### src/rtl/pipe_hazard_ctrl_pkg.sv
// Shared types and constants for the pipeline hazard controller.
package pipe_hazard_ctrl_pkg;

    // Controller FSM states
    typedef enum logic [1:0] {
        RUN      = 2'd0,
        FLUSH    = 2'd1,
        MEM_WAIT = 2'd2
    } state_t;

    // Register-file index as carried in the instruction rs/rt fields
    typedef logic [4:0] reg_idx_t;

    // $zero never carries a real dependency
    localparam reg_idx_t REG_ZERO = 5'd0;

    // Default number of MEM_WAIT busy cycles tolerated before flagging a timeout
    localparam int MEM_TIMEOUT_DEF = 15;

    // Default width of the stall counter
    localparam int CNT_W_DEF = 16;

endpackage

### src/rtl/pipe_hazard_ctrl_if.sv
// Pipeline <-> hazard controller signal bundle.
// master: the pipeline datapath (supplies hazard inputs, consumes controls).
// slave:  the hazard controller.
interface pipe_hazard_ctrl_if;
    import pipe_hazard_ctrl_pkg::*;

    reg_idx_t id_rs;
    reg_idx_t id_rt;
    logic     ex_memread;
    reg_idx_t ex_rt;
    logic     mem_branch_taken;
    logic     mem_busy;

    logic     pc_write;
    logic     ifid_write;
    logic     idex_bubble;
    logic     flush;
    logic     pipe_hold;

    modport master (
        output id_rs, id_rt, ex_memread, ex_rt, mem_branch_taken, mem_busy,
        input  pc_write, ifid_write, idex_bubble, flush, pipe_hold
    );

    modport slave (
        input  id_rs, id_rt, ex_memread, ex_rt, mem_branch_taken, mem_busy,
        output pc_write, ifid_write, idex_bubble, flush, pipe_hold
    );

endinterface

### src/rtl/pipe_hazard_ctrl_hazard_detect.sv
// Load-use hazard detector: the load in EX writes a register the
// instruction in ID reads, and that register is not $zero.
module hazard_detect
    import pipe_hazard_ctrl_pkg::*;
(
    input  logic     ex_memread,
    input  reg_idx_t ex_rt,
    input  reg_idx_t id_rs,
    input  reg_idx_t id_rt,
    output logic     load_use
);

    assign load_use = ex_memread && (ex_rt != REG_ZERO) &&
                      ((ex_rt == id_rs) || (ex_rt == id_rt));

endmodule

### src/rtl/pipe_hazard_ctrl.sv
// Pipeline hazard controller: load-use stall, taken-branch flush and
// data-memory wait handling, plus stall statistics and a sticky timeout flag.
module pipe_hazard_ctrl
    import pipe_hazard_ctrl_pkg::*;
#(
    parameter int MEM_TIMEOUT = MEM_TIMEOUT_DEF,
    parameter int CNT_W       = CNT_W_DEF
)(
    input  logic                  clk,
    input  logic                  reset,
    pipe_hazard_ctrl_if.slave     pif,
    output logic [CNT_W-1:0]      stall_cnt,
    output logic                  timeout_err
);

    // Wait counter is at least 4 bits and always wide enough to hold MEM_TIMEOUT
    localparam int WAIT_W = ($clog2(MEM_TIMEOUT + 1) > 4) ? $clog2(MEM_TIMEOUT + 1) : 4;
    localparam logic [WAIT_W-1:0] WAIT_LIMIT = WAIT_W'(MEM_TIMEOUT);

    state_t            state_q;
    state_t            state_d;
    logic [WAIT_W-1:0] wait_cnt_q;
    logic [WAIT_W-1:0] wait_inc;
    logic              load_use;
    logic              wait_busy;
    logic              pc_write_d;
    logic              ifid_write_d;
    logic              idex_bubble_d;
    logic              flush_d;
    logic              pipe_hold_d;

    // Saturating increment: the statistic sticks at all-ones instead of wrapping
    function automatic logic [CNT_W-1:0] sat_inc(input logic [CNT_W-1:0] v);
        return (&v) ? v : v + CNT_W'(1);
    endfunction

    hazard_detect u_hazard_detect (
        .ex_memread (pif.ex_memread),
        .ex_rt      (pif.ex_rt),
        .id_rs      (pif.id_rs),
        .id_rt      (pif.id_rt),
        .load_use   (load_use)
    );

    assign wait_busy = (state_q == MEM_WAIT) && pif.mem_busy;
    assign wait_inc  = wait_cnt_q + WAIT_W'(1);

    // Next-state and control decode; reset forces a full pipeline freeze
    always_comb begin
        state_d       = state_q;
        pc_write_d    = 1'b1;
        ifid_write_d  = 1'b1;
        idex_bubble_d = 1'b0;
        flush_d       = 1'b0;
        pipe_hold_d   = 1'b0;
        unique case (state_q)
            RUN: begin
                if (pif.mem_busy) begin
                    pipe_hold_d  = 1'b1;
                    pc_write_d   = 1'b0;
                    ifid_write_d = 1'b0;
                    state_d      = MEM_WAIT;
                end else if (pif.mem_branch_taken) begin
                    flush_d = 1'b1;
                    state_d = FLUSH;
                end else if (load_use) begin
                    // One stall: the bubble inserted now removes the match next cycle
                    pc_write_d    = 1'b0;
                    ifid_write_d  = 1'b0;
                    idex_bubble_d = 1'b1;
                end
            end
            FLUSH: begin
                // Squashed slot: load-use is meaningless here, only memory can stall
                if (pif.mem_busy) begin
                    pipe_hold_d  = 1'b1;
                    pc_write_d   = 1'b0;
                    ifid_write_d = 1'b0;
                    state_d      = MEM_WAIT;
                end else begin
                    state_d = RUN;
                end
            end
            MEM_WAIT: begin
                if (pif.mem_busy) begin
                    pipe_hold_d  = 1'b1;
                    pc_write_d   = 1'b0;
                    ifid_write_d = 1'b0;
                end else begin
                    state_d = RUN;
                end
            end
            default: state_d = RUN;
        endcase
        if (!reset) begin
            pc_write_d    = 1'b0;
            ifid_write_d  = 1'b0;
            idex_bubble_d = 1'b0;
            flush_d       = 1'b0;
            pipe_hold_d   = 1'b1;
        end
    end

    assign pif.pc_write    = pc_write_d;
    assign pif.ifid_write  = ifid_write_d;
    assign pif.idex_bubble = idex_bubble_d;
    assign pif.flush       = flush_d;
    assign pif.pipe_hold   = pipe_hold_d;

    // FSM state register
    always_ff @(posedge clk or negedge reset) begin
        if (!reset) state_q <= RUN;
        else        state_q <= state_d;
    end

    // Memory wait counter and sticky timeout flag; FSM keeps waiting after a timeout
    always_ff @(posedge clk or negedge reset) begin
        if (!reset) begin
            wait_cnt_q  <= '0;
            timeout_err <= 1'b0;
        end else begin
            if ((state_q != MEM_WAIT) && (state_d == MEM_WAIT)) begin
                wait_cnt_q <= '0;
            end else if (wait_busy && (wait_cnt_q != WAIT_LIMIT)) begin
                wait_cnt_q <= wait_inc;
                if (wait_inc == WAIT_LIMIT) timeout_err <= 1'b1;
            end
        end
    end

    // Total stall cycles: every cycle the PC is not allowed to advance
    always_ff @(posedge clk or negedge reset) begin
        if (!reset)           stall_cnt <= '0;
        else if (!pc_write_d) stall_cnt <= sat_inc(stall_cnt);
    end

endmodule

### src/flat_wrapper.sv
// flat-port wrapper written by rule: the top's interface ports become plain ports
module pipe_hazard_ctrl_flat import pipe_hazard_ctrl_pkg::*;
#(
    parameter int MEM_TIMEOUT = MEM_TIMEOUT_DEF,
    parameter int CNT_W       = CNT_W_DEF
)
  (clk, reset, stall_cnt, timeout_err, pif_id_rs, pif_id_rt, pif_ex_memread, pif_ex_rt, pif_mem_branch_taken, pif_mem_busy, pif_pc_write, pif_ifid_write, pif_idex_bubble, pif_flush, pif_pipe_hold);
  pipe_hazard_ctrl_if pif_i ();
  input  logic clk;
  input  logic reset;
  output logic [CNT_W-1:0] stall_cnt;
  output logic timeout_err;
  input wire logic [$bits(pif_i.id_rs)-1:0] pif_id_rs;
  input wire logic [$bits(pif_i.id_rt)-1:0] pif_id_rt;
  input wire logic [$bits(pif_i.ex_memread)-1:0] pif_ex_memread;
  input wire logic [$bits(pif_i.ex_rt)-1:0] pif_ex_rt;
  input wire logic [$bits(pif_i.mem_branch_taken)-1:0] pif_mem_branch_taken;
  input wire logic [$bits(pif_i.mem_busy)-1:0] pif_mem_busy;
  output wire logic [$bits(pif_i.pc_write)-1:0] pif_pc_write;
  output wire logic [$bits(pif_i.ifid_write)-1:0] pif_ifid_write;
  output wire logic [$bits(pif_i.idex_bubble)-1:0] pif_idex_bubble;
  output wire logic [$bits(pif_i.flush)-1:0] pif_flush;
  output wire logic [$bits(pif_i.pipe_hold)-1:0] pif_pipe_hold;
  assign pif_i.id_rs = pif_id_rs;
  assign pif_i.id_rt = pif_id_rt;
  assign pif_i.ex_memread = pif_ex_memread;
  assign pif_i.ex_rt = pif_ex_rt;
  assign pif_i.mem_branch_taken = pif_mem_branch_taken;
  assign pif_i.mem_busy = pif_mem_busy;
  assign pif_pc_write = pif_i.pc_write;
  assign pif_ifid_write = pif_i.ifid_write;
  assign pif_idex_bubble = pif_i.idex_bubble;
  assign pif_flush = pif_i.flush;
  assign pif_pipe_hold = pif_i.pipe_hold;
  pipe_hazard_ctrl #(.MEM_TIMEOUT(MEM_TIMEOUT), .CNT_W(CNT_W)) u_core (.clk(clk), .reset(reset), .pif(pif_i), .stall_cnt(stall_cnt), .timeout_err(timeout_err));
endmodule
### config.mk
export PLATFORM = sky130hd
export DESIGN_NAME = pipe_hazard_ctrl_flat
export DESIGN_NICKNAME = d
export VERILOG_FILES = /design/src/rtl/pipe_hazard_ctrl_pkg.sv /design/src/rtl/pipe_hazard_ctrl_if.sv /design/src/rtl/pipe_hazard_ctrl_hazard_detect.sv /design/src/rtl/pipe_hazard_ctrl.sv /design/src/flat_wrapper.sv
export SDC_FILE = /design/constraint.sdc
export NUM_CORES = 1
export LEC_CHECK = 0
export CORE_MARGIN = 3
export CORE_UTILIZATION = 30
export DETAILED_ROUTE_END_ITERATION = 10
export MAX_ROUTING_LAYER = met4
export PLACE_DENSITY = 0.66
export SLEW_MARGIN = 25
export SYNTH_ARGS = -nofsm -noshare
export SYNTH_HDL_FRONTEND = slang
export SYNTH_HIERARCHICAL = 1
export SYNTH_SLANG_ARGS = --single-unit
### constraint.sdc
create_clock -name clk -period 2.5 [get_ports clk]
set_clock_uncertainty 0.2 [all_clocks]
set_input_delay 0.25 -clock clk [delete_from_list [all_inputs] [get_ports clk]]
set_output_delay 0.25 -clock clk [all_outputs]
set_load 0.005 [all_outputs]
==> results.md <==
* Synth cell types at 37
* Clock H-tree levels at 1
* Drt wl/cell at between 10 and 15 µm
* # rows at 24
* Avg Inst Size Synth at between 9 and 10 µm²
* Most frequent cells in the layout: 34 x clkdlybuf4s50_1, 23 x dfrtp_1, 18 x xor2_1
* Num CTS Buffers at 3
* Critical Path, Cell by Cell: clkdlybuf4s50_1 -> or4_1 -> o21ai_2 -> a21oi_2 -> nand2b_4 -> a211oi_4 -> nor2_2 -> clkdlybuf4s15_1
* Layout cell share with drive strength beyond 1 at 15.27%
* Chip height at 76.07 µm
* Clk root buf: clkbuf_8
* I/O pins at 42
* Wirelength, routed at 3324 µm
* Top cell type's share of synthesized area at about two fifths
* GRT Overall Usage at 12.27%
* Gpl congestion at 0.7840
* Asr flop ratio synth at between 90% and 100%
* Kind of cell adding the most delay to the critical path: simple AND/OR/NAND/NOR gates
* Max Cap Violations at 0
* Synth warn at 6
* Die area at 5786 µm²
* RSZ-0062 raised after global routing: false
* Period utilization at 95.59%
* Top post-synthesis cells by area: dfrtp_1 39%, xor2_1 11%, ha_1 6.8%
* Critical Path Start Type: input pin
* Hold/Removal Path Class: in2async
* Max Fclk at 418.4 MHz
* Fin nets at 232
* Cell count after synthesis at 151
* Lkg Pwr at 0.0009100 µW
* DRC violations left at 0
* Post-Synthesis Cell Area at 1473 µm²
* Post-DP HPWL at around 2700 µm
* Placeable Area at 4534 µm²
* Antenna Cells at 0
* Sequential fraction of the synthesis area at 39.08%
* DR pass1 iterations at 4
* Number of global-route vias before repair at 1275
* Cell Pwr Density at about 740 nW/µm²
* Element type at the critical path end: output pin
* Area Overhead vs Synth at 41.89%
* Port Buf Inserts at 41
* Clock transition at path regs at 0.08 ns
* Synth Flop Type: dfrtp_1
* First-pass GRT wire length at 5816 µm
* Initial antenna violation count at 0
* Leading area contributor after synthesis: dfrtp_1
* CP bufs+invs at 2
* Largest net degree at the start of global routing at 20
* Initial Util at 32.48%
* Final setup TNS at 0 ns
* CP Class: in2out
* Post-synth EDFFs at 0
* Crit path time final at 2.390 ns
* Initial DRC Count at just over 40
* # hold bufs at CTS at 0
* Max Buffers Root-to-Sink at 2
* Post-route ant nets at 0
* Peak supply drop at between 0.4 and 0.5 mV
* Tightest Pin Transition at between 0.5 and 0.6 ns
* CTS tree: yes
* Clock tree sinks at 23
* WP data required at just over 2 ns
* Mapped Nets at about 180
* Max-slew violation count at 0
* Critical path peak fanout at 3
* WHS at 0.1825 ns
* #FFs+latches synth at 23
* Slew HR at between 60 and 70%
* Leading cell type in the layout, fill and taps excluded: clkdlybuf4s50_1
* Clock Latency Late Sink at 0.27 ns
* Die Wd at 76.07 µm
* Slowest CP cell: or4_1
* Final hold vios at 0
* Vias per cell at 4.679
* Status: finished clean
* Crit path DAT at 1.94 ns
* Final number of setup-violating endpoints at 0
* CP peak stage delay at 0.54 ns
* Total gr overflow at 0
* Detailed-route via count at roughly 1300
==> sequential cells by signal (all words and copies together) (netlist names) <==
register,flops
u_core/state_q,2
u_core/wait_cnt_q,4
u_core/stall_cnt,16
u_core/timeout_err,1
==> final timing paths <==
path	from	to	slack [ns]	cells past startpoint
max	pif_ex_rt[1]	pif_pc_write	0.11	8
min	reset	u_core/wait_cnt_q[1]	0.18	2
max reg2reg	u_core/stall_cnt[0]	u_core/stall_cnt[1]	0.34	5
min reg2reg	u_core/timeout_err	u_core/timeout_err	0.28	1
max in group asynchronous	reset	u_core/state_q[1]	1.65	2
min in group clk	u_core/timeout_err	u_core/timeout_err	0.28	1
==> repair_timing <==
item / in CTS / in global routing
gates cloned: 0 / 0
endpoints found under the setup margin: 10 / 9
pin swaps: 5 / 4
buffers inserted: 2 / 0
gates resized for setup: 9 / 9
==> cells in the mapped netlist (2+ instances only) <==
cell type and instances:
dfrtp_1 23, nor2_1 15, and3_1 3, nor2b_1 2
ha_1 8, a21oi_1 5, mux2i_1 2, o21ai_0 7
mux2_2 3, xor2_1 18, nand2_1 10, nand2b_1 2
nor3_1 8, nand3_1 8, inv_1 6, nand4_1 4
xnor2_1 7
==> stage by stage <==
stage | util, % | std cells | area [µm²] | setup slack, ns | total power [µW]
after CTS | 45.56 | 268 | 2066 | 0.01659 | 1549
after global routing | 46.08 | 268 | 2090 | 0.006898 | 1674
final | 46.08 | 268 | 2090 | 0.1102 | 1542
after global placement | 44.32 | 263 | 2009 | -0.3675 | 1281
after floorplan | - | 151 | 1473 | 0.3312 | 982.3
after detailed placement | 44.32 | 263 | 2009 | -0.4261 | 1289
==> area by class of cell <==
| type | instances | area [µm²] |
|---|---|---|
| inverters | 6 | 22.52 |
| clock inverters | 1 | 5.005 |
| well taps | 65 | 81.33 |
| multi-input cells | 121 | 890.9 |
| repair buffers | 49 | 473.0 |
| clock buffers | 3 | 41.29 |
| fillers | 427 | 2445 |
| flip-flops and latches | 23 | 575.6 |
==> worst register-to-register path: cells and delay by family, from the launching register on <==
family,cells,cell delay (ns)
and+or+nand+nor,2,0.79
DFF,1,0.42
muxes,1,0.32
adders and majority gates,1,0.21
AOI/OAI and AO/OA,1,0.12
==> routing by layer <==
layer / vias up / track usage [%] / wire length, µm
li1: 633 / - / -
met1: 590 / 16.15 / 1605
met2: 27 / 19.50 / 1582
met3: 4 / 2.955 / 112
met4: 0 / 2.174 / 23
met5: - / - / 0
==> kinds of logic after synthesis <==
group           count (synthesis)  synth area share, %
fa+ha+maj                       8                6.797
compound gates                 19                9.091
flops                          23                39.08
simple gates                   63                23.45
xor+xnor                       25                14.87
mux                             6                4.672
buf+inv                         7                2.039
==> power breakdown <==
part / total, µW / switching [µW] / internal, µW / leakage, µW
Clock: 233 / 122 / 111 / 0.0000255
Sequential: 595 / 127 / 468 / 0.000289
Combinational: 714 / 322 / 392 / 0.000596
Total: 1540 / 571 / 972 / 0.000910
(Power assumes the default switching activity.)
